`src/rtl/fifo_burst_drain_ctrl.sv`:
```
// Burst drain controller: empties N_CH channel FIFOs into the packetiser in fixed bursts separated by idle gaps.
// Optional statistics counters (burst_cnt, abort_cnt) are built when FIFO_BURST_DRAIN_STATS_EN is defined.
module fifo_burst_drain_ctrl #(
  parameter int N_CH      = 6,
  parameter int ADDR_W    = $clog2(N_CH),
  parameter int BURST_LEN = 1024,
  parameter int GAP_LEN   = 8192,
  parameter int CNT_W     = 16
) (
  input  logic              clk,
  input  logic              rstn,
  input  logic              start,
  input  logic [N_CH-1:0]   empty,
  input  logic              eth_ready,
  input  logic              rr_mode,
  output logic              eth_en,
  output logic [N_CH-1:0]   rd_en,
  output logic [ADDR_W-1:0] addr,
  output logic              burst_start,
  output logic              burst_done
`ifdef FIFO_BURST_DRAIN_STATS_EN
  ,
  output logic [31:0]       burst_cnt,
  output logic [15:0]       abort_cnt
`endif
);

  typedef enum logic [1:0] {IDLE, READ, GAP} state_t;

  localparam logic [CNT_W-1:0]  BURST_LAST = CNT_W'(BURST_LEN - 1);
  localparam logic [CNT_W-1:0]  GAP_LAST   = CNT_W'(GAP_LEN - 1);
  localparam logic [ADDR_W:0]   N_CH_W     = (ADDR_W + 1)'(N_CH);
  localparam logic [ADDR_W-1:0] LAST_CH    = ADDR_W'(N_CH - 1);

  state_t              state_reg, state_next;
  logic [CNT_W-1:0]    cnt_reg, cnt_next;
  logic [ADDR_W-1:0]   ptr_reg, ptr_next;

  logic                all_empty;
  logic [ADDR_W-1:0]   base;
  logic [ADDR_W-1:0]   sel;
  logic [ADDR_W-1:0]   idx_w [N_CH];
  logic [N_CH-1:0]     req_w;

  assign all_empty = &empty;
  assign base      = rr_mode ? ptr_reg : '0;

  // Channel visited at search offset gi, starting from base and wrapping at N_CH.
  for (genvar gi = 0; gi < N_CH; gi++) begin : g_rot
    logic [ADDR_W:0] sum;
    logic [ADDR_W:0] wrap;
    assign sum          = {1'b0, base} + (ADDR_W + 1)'(gi);
    assign wrap         = sum - N_CH_W;
    assign idx_w[gi]    = (sum >= N_CH_W) ? wrap[ADDR_W-1:0] : sum[ADDR_W-1:0];
    assign req_w[gi]    = ~empty[idx_w[gi]];
  end

  always_comb begin
    sel = '0;
    for (int i = N_CH - 1; i >= 0; i--) begin
      if (req_w[i]) sel = idx_w[i];
    end
  end

  always_ff @(posedge clk or negedge rstn) begin
    if (!rstn) begin
      state_reg <= IDLE;
      cnt_reg   <= '0;
      ptr_reg   <= '0;
    end else begin
      state_reg <= state_next;
      cnt_reg   <= cnt_next;
      ptr_reg   <= ptr_next;
    end
  end

  always_comb begin
    state_next  = state_reg;
    cnt_next    = cnt_reg;
    ptr_next    = ptr_reg;
    eth_en      = 1'b0;
    rd_en       = '0;
    addr        = '0;
    burst_start = 1'b0;
    burst_done  = 1'b0;
    case (state_reg)
      IDLE: begin
        if (start && !all_empty) state_next = READ;
      end
      READ: begin
        addr = sel;
        if (all_empty) begin
          state_next = IDLE;
          cnt_next   = '0;
        end else if (eth_ready) begin
          eth_en      = 1'b1;
          rd_en       = N_CH'(1) << sel;
          burst_start = (cnt_reg == '0);
          if (rr_mode) ptr_next = (sel == LAST_CH) ? '0 : sel + ADDR_W'(1);
          if (cnt_reg == BURST_LAST) begin
            burst_done = 1'b1;
            cnt_next   = '0;
            state_next = (GAP_LEN == 0) ? READ : GAP;
          end else begin
            cnt_next = cnt_reg + CNT_W'(1);
          end
        end
      end
      GAP: begin
        addr = sel;
        if (all_empty) begin
          state_next = IDLE;
          cnt_next   = '0;
        end else if (cnt_reg == GAP_LAST) begin
          state_next = READ;
          cnt_next   = '0;
        end else begin
          cnt_next = cnt_reg + CNT_W'(1);
        end
      end
      default: begin
        state_next = IDLE;
        cnt_next   = '0;
      end
    endcase
  end

`ifdef FIFO_BURST_DRAIN_STATS_EN
  // abort_cnt only counts bursts cut short by the bank draining, not gap exits.
  always_ff @(posedge clk or negedge rstn) begin
    if (!rstn) begin
      burst_cnt <= '0;
      abort_cnt <= '0;
    end else begin
      if (burst_done) burst_cnt <= burst_cnt + 32'd1;
      if (state_reg == READ && all_empty && abort_cnt != 16'hFFFF)
        abort_cnt <= abort_cnt + 16'd1;
    end
  end
`endif

endmodule

```
`config.mk`:
```
export PLATFORM = sky130hd
export DESIGN_NAME = fifo_burst_drain_ctrl
export DESIGN_NICKNAME = d
export VERILOG_FILES = /design/src/rtl/fifo_burst_drain_ctrl.sv
export SDC_FILE = /design/constraint.sdc
export NUM_CORES = 1
export LEC_CHECK = 0
export ABC_AREA = 1
export CAP_MARGIN = 20
export CORE_ASPECT_RATIO = 1.2
export CORE_MARGIN = 4
export CORE_UTILIZATION = 60
export CTS_CLUSTER_SIZE = 16
export DETAILED_ROUTE_END_ITERATION = 8
export DONT_BUFFER_PORTS = 1
export PLACE_DENSITY = 0.87
export SETUP_SLACK_MARGIN = 0.1
export SLEW_MARGIN = 20
export SYNTH_ARGS = -nofsm -noshare
export SYNTH_HDL_FRONTEND = slang
export SYNTH_SLANG_ARGS = --single-unit
```
`constraint.sdc`:
```
create_clock -name clk -period 7.6 [get_ports clk]
set_input_delay 1.52 -clock clk [delete_from_list [all_inputs] [get_ports clk]]
set_output_delay 1.52 -clock clk [all_outputs]
set_load 0.02 [all_outputs]
```
Word-level counts from Yosys, hierarchy flattened
Cells that the tools add are included.

Reduce and logical (&&, ||, !) cells: 9. Bitwise logic cells: 2. Magnitude comparators: 12. Shift-type cells: 1. Muxes and demuxes: 53. Eq/ne operators: 9. Add/sub/neg operators: 13.

Operator list (number): 16-bit 2-to-1 mux (5); 16-bit case mux with 3 select lines (1); 3-bit 2-to-1 mux (15); 3-bit by 4-bit < comparator with 1-bit output, second input constant (6); 4-bit by 3-bit >= comparator with 1-bit output, second input constant (5); 1-bit binary-select mux with 3-bit select (6); 6-bit 2-to-1 mux (3); 3-bit subtractor, second input constant (6); 16-bit by 1-bit adder with 16-bit output, second input constant (1); 16-bit by 10-bit == test with 1-bit output, second input constant (1); 16-bit by 13-bit == test with 1-bit output, second input constant (1); 16-bit zero test (1); 1-bit 2-to-1 mux (16); 2-bit 2-to-1 mux (6); 3-bit inequality test, second input constant (3); 3-bit by 2-bit adder with 4-bit output, second input constant (2); 3-bit by 3-bit adder with 4-bit output, second input constant (2); 4-bit AND reduction (2); 2-bit case mux with 3 select lines (1); 6-bit AND reduction (1); 1-bit by 3-bit left shift with 6-bit output, first input constant (1); 3-bit by 1-bit adder with 4-bit output, second input constant (1); 3-bit by 1-bit adder with 3-bit output, second input constant (1); 3-bit == test, second input constant (1); 10 further kinds (11).

Input port bits: 11. Register bits after elaboration: 21. Logic and storage cells: 102.

Logic depth before layout (Yosys ltp)
Depth in word-level cells: 16. Depth in mapped cells: 25. Mapped depth without buffers: 24.

Least setup slack after synthesis
No wires, ideal clock.

Path kind: input to output. Start: input port rr_mode. End: output port rd_en[3]. Buffers on the path: 1. Data required time: 6080 ps. Arrival: 3591 ps. Cell stages on the path: 16. Path slack: 2489 ps. Cells stage by stage: nand2_2 -> buf_6 -> ha_1 -> inv_1 -> nand2_1 -> o21a_1 -> nand3_1 -> nand2_1 -> nor2_1 -> a21oi_2 -> a21oi_4 -> inv_2 -> nor2_1 -> ha_1 -> inv_1 -> nor2_1.

Cells in the longest elaborated chain, start to end: 16. Elaborated cells on any way between the ends: 46.

Ends and longest elaborated chain: from (decl) (RTL line 15) `input logic rr_mode,`; 3-bit 2-to-1 mux (*) (RTL line 46) `assign base = rr_mode ? ptr_reg : '0;`; 3-bit by 3-bit adder with 4-bit output (RTL line 52) `assign sum = {1'b0, base} + (ADDR_W + 1)'(gi);`; 4-bit by 3-bit >= comparator with 1-bit output / 3-bit subtractor (equally long branches) (RTL line 54, 53); 3-bit 2-to-1 mux (RTL line 54) `assign idx_w[gi] = (sum >= N_CH_W) ? wrap[ADDR_W-1:0] : sum[ADDR_W-1:0];`; 1-bit binary-select mux with 3-bit select (RTL line 55) `assign req_w[gi] = ~empty[idx_w[gi]];`; 1-bit 2-to-1 mux (implied by the code) (RTL line 55); 3-bit 2-to-1 mux (5 in a row) (RTL line 61) `if (req_w[i]) sel = idx_w[i];`; 3-bit 2-to-1 mux (*) (RTL line 61); 1-bit by 3-bit left shift with 6-bit output (*) (RTL line 97) `rd_en = N_CH'(1) << sel;`; 6-bit 2-to-1 mux (*) (RTL line 95) `end else if (eth_ready) begin`; 6-bit 2-to-1 mux (*) (RTL line 92) `if (all_empty) begin`; 6-bit 2-to-1 mux (*) (RTL line 86) `case (state_reg)`; to (decl) (RTL line 17) `output logic [N_CH-1:0] rd_en,`.

Mark *: on every way between the ends. The rest lies on a longest branch, timed or not. The select of a mux whose other input is x is not followed.

Worst setup path after layout
Same ends and word-level chain as after synthesis.

==> impl_metrics.prom <==
# TYPE chip_impl_metric gauge
chip_impl_metric{name="grt.overflow.total",unit=""} 0
chip_impl_metric{name="vias_in_the_first_global_route",unit=""} 1963
chip_impl_metric{name="routed_wirelength",unit="um"} 4540
chip_impl_info{name="endpoint_kind",value="output port"} 1
chip_impl_metric{name="post_cts.repair.setup_buffers",unit=""} 0
chip_impl_metric{name="antenna_violating_nets_post_route",unit=""} 0
chip_impl_metric{name="synth_edf_count",unit=""} 0
chip_impl_info{name="run_status",value="finished, final reports clean"} 1
chip_impl_metric{name="grt_pass1_wl",unit="um"} 8000
chip_impl_info{name="synth.top_cells.by_count",value="99 x nand2_1, 57 x inv_1, 50 x nor2_1"} 1
chip_impl_metric{name="worst_slew_margin_rel",unit=""} 0.567
chip_impl_metric{name="post_synth_and_or_nand_nor_area_fraction",unit=""} 0.417
chip_impl_metric{name="io_pins",unit=""} 23
chip_impl_metric{name="post_route_cells_drive_above_1_share",unit=""} 0.0812
chip_impl_metric{name="chipHeight",unit="um"} 72.2
chip_impl_metric{name="postCtsResizedCells",unit=""} 0
chip_impl_metric{name="synth.mux.area_fraction",unit=""} 0
chip_impl_metric{name="final_net_count",unit=""} 366
chip_impl_info{name="worst_hold_path_type",value="reg -> reg"} 1
chip_impl_metric{name="gp_routability_congestion",unit=""} 0.880
chip_impl_metric{name="synth.yosys.warnings",unit=""} 0
chip_impl_metric{name="number_of_detailed_route_iterations_in_the_first_pass",unit=""} 4
chip_impl_metric{name="cp_data_arrival_time",unit="ns"} 3.82
chip_impl_metric{name="worst-endpoint-required",unit="ns"} 6.08
chip_impl_metric{name="syn-cell-area",unit="um^2"} 2060
chip_impl_info{name="cts_root_buffer",value="clkbuf_8"} 1
chip_impl_metric{name="placement.io_buffers",unit=""} 0
chip_impl_metric{name="htreeDepth",unit=""} 1
chip_impl_metric{name="final_standard_cell_utilization_of_the_core",unit=""} 0.646
chip_impl_metric{name="r2r_slack",unit="ns"} 4.71
chip_impl_metric{name="initial_antenna_violation_count",unit=""} 0
chip_impl_info{name="worstSetupStartpoint",value="rr_mode"} 1
chip_impl_metric{name="maxSlewViolCount",unit=""} 0
chip_impl_metric{name="synth_compound_area_frac",unit=""} 0.145
chip_impl_metric{name="period_needed",unit="ns"} 5.34
chip_impl_metric{name="global_route.usage.total",unit=""} 0.227
chip_impl_metric{name="cp_max_fo",unit=""} 16
chip_impl_info{name="cp-endpoint",value="rd_en[3]"} 1
chip_impl_metric{name="synth-seq-area-share",unit=""} 0.255
chip_impl_metric{name="ys_seq_elements",unit=""} 21
chip_impl_metric{name="power.leakage",unit="nW"} 1.11
chip_impl_info{name="ys_top_cells_by_area",value="dfrtp_1 26%, nand2_1 18%, inv_1 10%, nor2_1 9.1%, nand3_1 5.6%"} 1
chip_impl_metric{name="holdBufCountCts",unit=""} 0
chip_impl_metric{name="post_synth_fa_ha_maj_area_fraction",unit=""} 0.0547
chip_impl_info{name="yosysTopAreaCell",value="dfrtp_1"} 1
chip_impl_metric{name="detail_route.iter0.violations",unit=""} 118
chip_impl_metric{name="fp.dieArea",unit="um^2"} 4440
chip_impl_info{name="main_combinational_cell_family_by_area_after_synthesis",value="simple AND/OR/NAND/NOR gates"} 1
chip_impl_metric{name="clkSinkCount",unit=""} 21
chip_impl_metric{name="synth_cell_type_count",unit=""} 35
chip_impl_metric{name="die_width",unit="um"} 61.5
chip_impl_metric{name="grt_max_degree",unit=""} 22
chip_impl_info{name="grt_setup_unrepaired",value="false"} 1
chip_impl_metric{name="yosysTopAreaCellShare",unit=""} 0.255
chip_impl_metric{name="largest_reg_flops",unit=""} 16
chip_impl_metric{name="wl_per_cell",unit="um"} 11.9
chip_impl_metric{name="post-route-drc-count",unit=""} 0
chip_impl_info{name="synthFlopType",value="dfrtp_1"} 1
chip_impl_metric{name="final_min_period_over_clock_period",unit=""} 0.702
chip_impl_metric{name="layout.filler_cells",unit=""} 288
chip_impl_metric{name="worst-r2r-cell-count",unit=""} 18
chip_impl_metric{name="clk_pin_slew_worst_paths",unit="ns"} 0.07
chip_impl_metric{name="timing_worst_slew_pin_value",unit="ns"} 0.647
chip_impl_metric{name="cellPowerDensity",unit="nW/um^2"} 337
chip_impl_metric{name="final_cells",unit=""} 382
chip_impl_metric{name="dp.cells",unit=""} 378
chip_impl_metric{name="avg_cell_area_syn",unit="um^2"} 6.02
chip_impl_metric{name="clock_skew",unit="ns"} 0.00332
chip_impl_metric{name="setup-violations-final",unit=""} 0
chip_impl_metric{name="vdd_drop_max",unit="uV"} 284
chip_impl_metric{name="route.vias.total",unit=""} 2054
chip_impl_metric{name="placement_rows",unit=""} 23
chip_impl_metric{name="detailedPlacementHpwl",unit="um"} 3710
chip_impl_metric{name="power",unit="uW"} 720
chip_impl_metric{name="syn_nets",unit=""} 362
chip_impl_metric{name="core_area",unit="um^2"} 3310
chip_impl_metric{name="setup-tns-final",unit="ns"} 0
chip_impl_metric{name="initial_utilization",unit=""} 0.622
chip_impl_info{name="critical_path.startpoint_type",value="input port"} 1
chip_impl_metric{name="maxCapViolCount",unit=""} 0
chip_impl_metric{name="syn_to_final_growth",unit="%"} 3.89
chip_impl_info{name="synth.most_common_cell",value="nand2_1"} 1
chip_impl_info{name="tritoncts",value="built"} 1
chip_impl_info{name="reg2reg_from",value="ptr_reg[0]"} 1
chip_impl_metric{name="diodes_inserted",unit=""} 0
chip_impl_metric{name="holdWs",unit="ns"} 0.539
chip_impl_metric{name="clk_latency",unit="ns"} 0.26
chip_impl_info{name="critPathKind",value="in -> out"} 1
chip_impl_info{name="worst_r2r_endpoint",value="ptr_reg[2]"} 1
chip_impl_metric{name="via_cell_ratio",unit=""} 5.38
chip_impl_metric{name="maxClockFrequency",unit="MHz"} 187
chip_impl_metric{name="final_hold_viol_count",unit=""} 0
chip_impl_metric{name="ctsLongestPathBuffers",unit=""} 2
chip_impl_metric{name="post_synth_inst_count",unit=""} 342
chip_impl_metric{name="synth-xor-area-share",unit=""} 0.00851
chip_impl_metric{name="synth_async_sr_flop_share",unit=""} 1.00
chip_impl_metric{name="cts_buffer_count",unit=""} 3
## cell families after synthesis
kind of cell / after synthesis
simple gates: 200
fa+ha+maj: 9
xor+xnor: 2
flops: 21
buf+inv: 63
compound gates: 47
## final cells by class
cell class,instances,area (um^2),share of cell area
Multi-Input combinational cell,258,1290,0.602
Sequential cell,21,526,0.246
Inverter,62,234,0.109
Clock buffer,4,45.0,0.0211
Tap cell,37,46.3,0.0217
## critical path: stages
cell and delay (ns):
nand2_2 0.17, ha_1 0.45, inv_1 0.09, nand2_1 0.11, nand2_1 0.09, nand2_1 0.07
o21ai_1 0.07, nand2_1 0.08, nand2_1 0.09, nor2_1 0.13, a21oi_2 0.09, a21oi_4 0.19
inv_2 0.07, nor2_1 0.11, ha_1 0.14, inv_1 0.03, nor2_1 0.31
## where the power goes
part | total, mW | internal [mW] | switching (mW) | leakage (nW)
clock network | 0.0723 | 0.0374 | 0.0349 | 0.0228
logic | 0.499 | 0.151 | 0.348 | 0.802
registers | 0.148 | 0.128 | 0.0206 | 0.286
## worst min path at each step
stage,from,to,slack (ns),depth (start not counted)
finish,cnt_reg[15],cnt_reg[15],0.54,2
global route,state_reg[0],state_reg[0],0.59,2
CTS,cnt_reg[15],cnt_reg[15],0.55,2
detailed placement,cnt_reg[15],cnt_reg[15],0.53,2
global placement,cnt_reg[15],cnt_reg[15],0.51,2
floorplan,cnt_reg[15],cnt_reg[15],0.49,2
## per-stage QoR
step / setup slack (ns) / instance area, um^2
final: 2.26 / 2140
after global routing: 1.97 / 2140
after CTS: 2.28 / 2140
after detailed placement: 2.28 / 2090
after global placement: 2.32 / 2090
after floorplan: 2.49 / 2060
## cells in the final DEF (no fill, tap or decap), types with 3 or more instances in the layout
| cell | netlist | final |
|---|---|---|
| nor2_1 | 50 | 50 |
| nor3_1 | 4 | 4 |
| nand3_1 | 23 | 23 |
| a21oi_1 | 17 | 17 |
| o21ai_2 | 3 | 3 |
| clkbuf_8 | 0 | 3 |
| inv_1 | 57 | 57 |
| inv_2 | 3 | 3 |
| dfrtp_1 | 21 | 21 |
| nor4_1 | 4 | 4 |
| ha_1 | 9 | 9 |
| o21ai_0 | 13 | 13 |
| nand4_1 | 5 | 5 |
| nand2_2 | 7 | 7 |
| o21ai_1 | 4 | 4 |
| nand2_1 | 99 | 99 |
## per-layer routing
metal | vias to the layer above | wire (um) | share of wire | track usage
met5 | - | 0 | 0 | 0
met4 | 0 | 77 | 0.017 | 0.0613
met3 | 9 | 139 | 0.031 | 0.0338
met2 | 28 | 2400 | 0.53 | 0.415
met1 | 926 | 1920 | 0.42 | 0.269
li1 | 1091 | - | - | -
Power figures use the tool's default switching activity.
